$ cat src/rtl/slink_apb_arb_pkg.sv
// Shared types and constants for the S-Link APB arbiter and its round-robin picker.
package slink_apb_arb_pkg;

    localparam int APB_DW = 32;

    typedef enum logic [1:0] {
        ST_IDLE   = 2'd0,
        ST_SETUP  = 2'd1,
        ST_ACCESS = 2'd2,
        ST_DRAIN  = 2'd3
    } arb_state_t;

    // Index width for a set of n requesters, never narrower than one bit.
    function automatic int ptr_w(int n);
        return (n > 1) ? $clog2(n) : 1;
    endfunction

endpackage

$ cat src/rtl/slink_rr_arb.sv
// Combinational round-robin picker: first requester at or after ptr, wrapping modulo NUM_INIT.
module slink_rr_arb
    import slink_apb_arb_pkg::*;
#(
    parameter int NUM_INIT = 2,
    parameter int IDX_W    = ptr_w(NUM_INIT)
) (
    input  logic [NUM_INIT-1:0] req,
    input  logic [IDX_W-1:0]    ptr,
    output logic [IDX_W-1:0]    gnt_idx,
    output logic                any_req
);

    logic [IDX_W-1:0] cand;

    // Scan from the farthest candidate back to ptr so the closest requester wins.
    always_comb begin
        gnt_idx = '0;
        any_req = 1'b0;
        cand    = '0;
        for (int k = NUM_INIT - 1; k >= 0; k--) begin
            cand = IDX_W'((int'(ptr) + k) % NUM_INIT);
            if (req[cand]) begin
                gnt_idx = cand;
                any_req = 1'b1;
            end
        end
    end

endmodule

$ cat src/rtl/slink_apb_arb.sv
// Round-robin arbiter sharing one APB target between NUM_INIT initiators,
// with a watchdog that error-completes accesses hung on a dead link.
//
//   state  | meaning
//   IDLE   | no access in flight, arbitrating between requesters
//   SETUP  | downstream APB setup phase for the granted initiator
//   ACCESS | downstream access phase, watchdog counting
//   DRAIN  | watchdog already answered; waiting out the late downstream response
module slink_apb_arb
    import slink_apb_arb_pkg::*;
#(
    parameter int NUM_INIT       = 2,
    parameter int TIMEOUT_CYCLES = 1024
) (
    input  logic                       apb_clk,
    input  logic                       apb_reset,
    input  logic [NUM_INIT*APB_DW-1:0] s_paddr,
    input  logic [NUM_INIT-1:0]        s_pwrite,
    input  logic [NUM_INIT-1:0]        s_psel,
    input  logic [NUM_INIT-1:0]        s_penable,
    input  logic [NUM_INIT*APB_DW-1:0] s_pwdata,
    output logic [NUM_INIT*APB_DW-1:0] s_prdata,
    output logic [NUM_INIT-1:0]        s_pready,
    output logic [NUM_INIT-1:0]        s_pslverr,
    output logic [APB_DW-1:0]          m_paddr,
    output logic                       m_pwrite,
    output logic                       m_psel,
    output logic                       m_penable,
    output logic [APB_DW-1:0]          m_pwdata,
    input  logic [APB_DW-1:0]          m_prdata,
    input  logic                       m_pready,
    input  logic                       m_pslverr,
    output logic                       timeout_evt
);

    localparam int IDX_W = ptr_w(NUM_INIT);
    localparam int CNT_W = (TIMEOUT_CYCLES > 0) ? $clog2(TIMEOUT_CYCLES + 1) : 1;
    localparam bit WD_EN = (TIMEOUT_CYCLES > 0);
    localparam logic [CNT_W-1:0] CNT_MAX  = CNT_W'(TIMEOUT_CYCLES);
    localparam logic [CNT_W-1:0] CNT_LAST = CNT_W'(WD_EN ? TIMEOUT_CYCLES - 1 : 0);

    arb_state_t       state_q, state_d;
    logic [IDX_W-1:0] gnt_q, ptr_q, rr_idx;
    logic [CNT_W-1:0] cnt_q;
    logic             rr_any, wd_fire, resp_done;
    logic             penable_unused;

    // Initiator phase is irrelevant here: a raised psel is already a request.
    assign penable_unused = ^s_penable;

    slink_rr_arb #(.NUM_INIT(NUM_INIT), .IDX_W(IDX_W)) u_rr (
        .req     (s_psel),
        .ptr     (ptr_q),
        .gnt_idx (rr_idx),
        .any_req (rr_any)
    );

    // cnt_q holds completed ACCESS cycles, so cycle N of ACCESS sees N-1.
    assign wd_fire   = WD_EN && (state_q == ST_ACCESS) && !m_pready && (cnt_q == CNT_LAST);
    assign resp_done = (state_q == ST_ACCESS) && (m_pready || wd_fire);

    always_ff @(posedge apb_clk or posedge apb_reset) begin
        if (apb_reset) begin
            state_q   <= ST_IDLE;
            m_psel    <= 1'b0;
            m_penable <= 1'b0;
            m_paddr   <= '0;
            m_pwrite  <= 1'b0;
            m_pwdata  <= '0;
            gnt_q     <= '0;
            ptr_q     <= '0;
            cnt_q     <= '0;
        end else begin
            state_q   <= state_d;
            m_psel    <= (state_d != ST_IDLE);
            m_penable <= (state_d == ST_ACCESS) || (state_d == ST_DRAIN);
            if (state_q == ST_IDLE && rr_any) begin
                gnt_q <= rr_idx;
                for (int i = 0; i < NUM_INIT; i++) begin
                    if (rr_idx == IDX_W'(i)) begin
                        m_paddr  <= s_paddr[APB_DW*i +: APB_DW];
                        m_pwrite <= s_pwrite[i];
                        m_pwdata <= s_pwdata[APB_DW*i +: APB_DW];
                    end
                end
            end
            if (resp_done) begin
                ptr_q <= (gnt_q == IDX_W'(NUM_INIT - 1)) ? '0 : gnt_q + IDX_W'(1);
            end
            if (state_q == ST_ACCESS) begin
                cnt_q <= (cnt_q == CNT_MAX) ? cnt_q : cnt_q + CNT_W'(1);
            end else begin
                cnt_q <= '0;
            end
        end
    end

    always_comb begin
        state_d = state_q;
        case (state_q)
            ST_IDLE:   if (rr_any) state_d = ST_SETUP;
            ST_SETUP:  state_d = ST_ACCESS;
            ST_ACCESS: begin
                if (m_pready)     state_d = ST_IDLE;
                else if (wd_fire) state_d = ST_DRAIN;
            end
            ST_DRAIN:  if (m_pready) state_d = ST_IDLE;
            default:   state_d = ST_IDLE;
        endcase
    end

    // An initiator that abandoned its access mid-flight gets no response.
    always_comb begin
        s_pready    = '0;
        s_pslverr   = '0;
        s_prdata    = '0;
        timeout_evt = wd_fire;
        for (int i = 0; i < NUM_INIT; i++) begin
            if (resp_done && gnt_q == IDX_W'(i) && s_psel[i]) begin
                s_pready[i]                  = 1'b1;
                s_pslverr[i]                 = m_pready ? m_pslverr : 1'b1;
                s_prdata[APB_DW*i +: APB_DW] = m_pready ? m_prdata : '0;
            end
        end
    end

endmodule

$ cat config.mk
export PLATFORM = sky130hd
export DESIGN_NAME = slink_apb_arb
export DESIGN_NICKNAME = d
export VERILOG_FILES = /design/src/rtl/slink_apb_arb_pkg.sv /design/src/rtl/slink_rr_arb.sv /design/src/rtl/slink_apb_arb.sv
export SDC_FILE = /design/constraint.sdc
export NUM_CORES = 1
export LEC_CHECK = 0
export CAP_MARGIN = 20
export CORE_UTILIZATION = 31
export DETAILED_ROUTE_END_ITERATION = 10
export PLACE_DENSITY_LB_ADDON = 0.25
export SYNTH_ARGS = -nofsm -noshare
export SYNTH_HDL_FRONTEND = slang
export SYNTH_SLANG_ARGS = --single-unit
$ cat constraint.sdc
create_clock -name apb_clk -period 8 [get_ports apb_clk]
set_input_delay 2.4 -clock apb_clk [delete_from_list [all_inputs] [get_ports apb_clk]]
set_output_delay 2.4 -clock apb_clk [all_outputs]
set_load 0.03 [all_outputs]
; After elaboration in Yosys (flattened, before gate mapping)
; Index checks and enable logic that the tools add are counted.
[totals]
regBits = 82
in_bits = 170
word_cells = 63
out_inout_bits = 136
[op_classes]
reduce_logical = 13
muxes = 27
n_eq_ne = 8
n_bitwise = 1
n_addsub = 3
n_lt_le_gt_ge = 2
[ops]
columns = cell, n
row1 = 32-bit two-way mux, 5
row2 = 11-bit two-way mux, 2
row3 = 1-bit two-way mux, 15
row4 = 11-bit by 1-bit adder with 11-bit output (second input constant), 1
row5 = 11-bit by 10-bit == test with 1-bit output (second input constant), 1
row6 = 11-bit == test (second input constant), 1
row7 = 2-bit == test (second input constant), 4
row8 = 1-bit logical AND, 8
row9 = 2-bit two-way mux, 4
row10 = 2-bit case mux with 4 select lines, 1
row11 = 1-bit by 2-bit less-than comparator with 1-bit output (second input constant), 2
row12 = 1-bit adder (second input constant), 2
row13 = 2-bit by 1-bit == test with 1-bit output (second input constant), 1
row14 = 2-bit logical NOT, 1
row15 = 1-bit logical OR, 2
row16 = 2-bit != test (second input constant), 1
row17 = 2-bit nonzero test, 1
row18 = 1-bit logical NOT, 1
row19 = 1-bit NOT, 1

; Longest topological paths before layout
[depth]
ltp_word = 9
depth_mapped = 6
depth_no_buf = 5

; Modules after synthesis
; Synthesis repeated with hierarchy kept, for this count alone.
[unflattened]
cells_unflattened = 461
hier_area_um2 = 4361.7
[by_module_without_submodules]
columns = mod, n_inst, cells_each, area_each_um2, seq_area_each_um2
row1 = slink_apb_arb, 1, 458, 4344.2, 2052.0
row2 = slink_rr_arb, 1, 3, 17.5, 0.0

; Worst setup path after synthesis
; OpenSTA, ideal clock, no wires.
[synth_timing]
kind = input to output
start = input port m_pready
end = output port s_pslverr[0]
n_path_buf = 0
arrival_time_ns = 3.404
setup_slack_ns = 2.196
required_ns = 5.600
stages = 3
path_cell_list = nor2_1 > nand4_1 > a211oi_1
[synth_via]
elab_chain_len = 8
elab_cells_between_ends = 9
classes_between = mux: 2 / reduce/logical: 7
[synth_rtl]
columns = item, line_no
row1 = "start, declared", slink_apb_arb.sv:31  ; input logic m_pready,
row2 = 1-bit logical NOT, slink_apb_arb.sv:59  ; assign wd_fire = WD_EN && (state_q == ST_ACCESS) && !m_pready && (cnt_q == CNT_LAST);
row3 = 1-bit logical AND (2 in a row), slink_apb_arb.sv:59
row4 = 1-bit logical OR, slink_apb_arb.sv:60  ; assign resp_done = (state_q == ST_ACCESS) && (m_pready || wd_fire);
row5 = 1-bit logical AND, slink_apb_arb.sv:60
row6 = 1-bit logical AND (2 in a row), slink_apb_arb.sv:119  ; if (resp_done && gnt_q == IDX_W'(i) && s_psel[i]) begin
row7 = 1-bit two-way mux (*), slink_apb_arb.sv:119
row8 = "end, declared", slink_apb_arb.sv:24  ; output logic [NUM_INIT-1:0] s_pslverr,
; Mark *: on every way between the ends. The rest lies on a longest branch, timed or not.

; Worst setup path after layout
[layout_timing]
start = input port m_pready
end = output port s_prdata[46]
[layout_via]
elab_chain_len = 8
elab_cells_between_ends = 9
classes_between = mux: 2 / reduce/logical: 7
[layout_rtl]
columns = item, line_no
row1 = 1-bit logical NOT, slink_apb_arb.sv:59
row2 = 1-bit logical AND (2 in a row), slink_apb_arb.sv:59
row3 = 1-bit logical OR, slink_apb_arb.sv:60
row4 = 1-bit logical AND, slink_apb_arb.sv:60
row5 = 1-bit logical AND (2 in a row), slink_apb_arb.sv:119
row6 = 32-bit two-way mux (*), slink_apb_arb.sv:119
row7 = "end, declared", slink_apb_arb.sv:22  ; output logic [NUM_INIT*APB_DW-1:0] s_prdata,
; Marked as above.

==> summary.md <==
| Metric | Value |
|---|---|
| Unique masters post-synth | 42 |
| Synth warn | 0 |
| Primary FF master, synth | dfrtp_1 |
| Clock transition at the registers of the reported paths | roughly 60 ps |
| Post-CTS Setup Inserts | 0 |
| Post-CTS Hold Fix Bufs | 0 |
| Outcome | finished, final reports clean |
| WHS Endpoint | ptr_q |
| Worst-path fanout max | 32 |
| 1st-iter DRT viols | roughly 210 |
| GRT Total Usage | 22.05% |
| Max Cap Viol | 0 |
| Pre-Repair DR Iteration Count | 5 |
| Rel. slew slack | 31.99% |
| DRT antenna net count | 0 |
| Ys async rst share | between 90% and 100% |
| Crit. End Element | primary output |
| CTS root buffer | clkbuf_16 |
| Resized cells post-CTS | 0 |
| Die extent in y | around 130 um |
| Cell taking the most area after synthesis | dfrtp_1 |
| Post-Syn Area | between 0.004 and 0.005 sq mm |
| Vias in the first global route | between 5,000 and 6,000 |
| RR Startpoint | ptr_q |
| Top Registers | m_paddr (32), m_pwdata (32), cnt_q (11) |
| Skew-Pair Late Insertion Delay | 340 ps |
| Antenna violations before repair | 0 |
| Setup skew after layout | 4.486 ps |
| Rows | 44 |
| Total number of vias | about 5,400 |
| RSZ-0062 raised after global routing | false |
| Avg Cell Area, Syn | approximately 8.7 sq um |
| Largest net degree at the start of global routing | 68 |
| Pleak | ~3.0 nW |
| I/O pin total | approximately 310 |
| Peak VDD IR | approximately 0.18 mV |
| Area share of the largest cell type after synthesis | 42.50% |
| Core ar. | approximately 0.015 sq mm |
| Reg-to-reg endpoint | m_paddr[3] |
| Least-Margin Pin Slew | approximately 1000 ps |
| PD cells | about 320 mW/mm^2 |
| Nets | about 1,000 |
| Fin crit period | 6890 ps |
| WL/cell | between 15 and 20 um |
| Worst Path Arrival | roughly 4500 ps |
| Pwr Total | 2.563 mW |
| FMAX | around 150 MHz |
| Instance count of the mapped netlist | 550 |
| Startpoint types | input port |
| Net Count, Synth | a little over 700 |
| FF-to-FF path depth | 4 |
| Worst path required time | 5600 ps |
| Final hold vios | 0 |
| Placer Congestion | approximately 0.8 |
| Total die area | 0.01589 sq mm |
| Clock buffer depth | 2 |
| Fraction of layout cells with a size suffix above 1 | ~4.3% |
| Hpwl dp | 12,240 um |
| Post-synth EDFFs | 0 |
| Hold Crit Class | flop to flop |
| Synth Register Bits | 81 |
| Hold Path Depth | 1 |
| P&R area growth vs syn | 70.20% |
| Hold Crit Start | gnt_q |
| Final setup TNS | 0 ps |
| Most frequent cell after synthesis | dfrtp_1 |
| First-pass GRT wire length | 27,680 um |
| Global route total overflow | 0 |
| Synth cell count leaders | dfrtp_1, a21oi_1, o21ai_0 |
| Number of remaining DRC errors | 0 |
| Die X | roughly 130 um |
| TritonCTS clock tree | built |
| Final Max Slew Viols | 0 |
| Setup-failing EPs final | 0 |
| Num CTS Buffers | 9 |
| Final Cycle Share | between 80 and 90% |
| Initial core utilization | about a third |
| H-tree Lvls | 3 |
| Routed vias/inst | roughly 5.4 |
| Synth area leaders | dfrtp_1, nand3b_1, and2_1 |
| Number of clock sinks | between 80 and 90 |
| IO buf count | slightly above 300 |
| Setup CP Type | input port to primary output |
| ANT cells | 0 |
| Sequential cell area fraction in the yosys report | around 42% |
| Drt total wl | 17,810 um |
| R2R Setup Slk | between 5000 and 6000 ps |
critical path, cell delays in order:
cell	delay (ps)
clkdlybuf4s50_1	640
nand3b_1	170
nor2_1	130
buf_4	260
and2_1	160
clkdlybuf4s50_1	720
routing by layer:
| layer | part of all wire [%] | track usage [%] | vias up |
|---|---|---|---|
| met1 | 38 | 23.04 | 2616 |
| met4 | 2.0 | 7.867 | 0 |
| met2 | 51 | 40.72 | 250 |
| met5 | 0 | 0 | - |
| met3 | 9.0 | 7.604 | 29 |
| li1 | - | - | 2534 |
how the worst max path moves through the flow:
stage / start / to / slack (ps) / depth (start not counted)
2_1_floorplan: m_pready / s_pslverr[0] / 2200 / 3
3_3_place_gp: m_pready / s_prdata[63] / 1140 / 6
3_5_place_dp: m_pready / s_prdata[46] / 1110 / 6
4_1_cts: m_pready / s_prdata[46] / 1110 / 6
5_1_grt: m_pready / s_prdata[46] / 1010 / 6
6_report: m_pready / s_prdata[46] / 1110 / 6
stage by stage:
stage / utilization [%] / instance area [sq um] / setup slack [ps] / hold slack [ps] / instances
after floorplan: - / 4770 / 2196 / 478.7 / 550
after global placement: 53.10 / 7835 / 1137 / 505.1 / 987
after detailed placement: 53.10 / 7835 / 1111 / 517.7 / 987
after CTS: 55.02 / 8118 / 1106 / 527.0 / 1002
after global routing: 55.02 / 8118 / 1007 / 553.7 / 1002
final: 55.02 / 8118 / 1110 / 525.0 / 1002
placed cells by master, fill, tap and decap left out, types with 3 or more instances in the layout:
cell / synthesis / layout
clkdlybuf4s50_1: 0 / 302
a31oi_1: 65 / 65
nand2_1: 11 / 11
clkbuf_8: 0 / 3
nand2b_1: 3 / 3
buf_4: 1 / 8
dfrtp_1: 81 / 81
inv_1: 6 / 5
o21ai_0: 67 / 67
nand3_1: 6 / 6
nor2_1: 8 / 7
nand4_1: 3 / 3
clkbuf_16: 0 / 9
nor3_1: 3 / 3
nand3b_1: 66 / 66
or4_1: 3 / 3
and2_1: 66 / 65
a21oi_1: 72 / 72
o31ai_1: 3 / 3
logic make-up after synthesis:
logic type | after synthesis | synth area share [%]
simple gates | 181 | 24.66
buf+inv | 65 | 6.086
fa+ha+maj | 2 | 0.5246
xor+xnor | 2 | 0.3673
compound gates | 216 | 25.21
mux | 3 | 0.6558
flops | 81 | 42.50
cell type report:
cell class | count | area, sq um
Timing Repair Buffer | 311 | 3088
Multi-Input combinational cell | 404 | 2462
Inverter | 7 | 27.53
Fill cell | 1378 | 6636
Sequential cell | 81 | 2027
Tap cell | 184 | 230.2
Clock inverter | 2 | 12.51
Clock buffer | 13 | 270.3
power by group:
group	switching, mW	total [mW]	leakage (nW)	internal (mW)
registers	0.119	0.716	0.935	0.597
clock network	0.167	0.401	0.138	0.234
logic	0.848	1.45	1.91	0.598
total	1.13	2.56	2.98	1.43
Note: power is estimated with default switching activity, not from simulation.
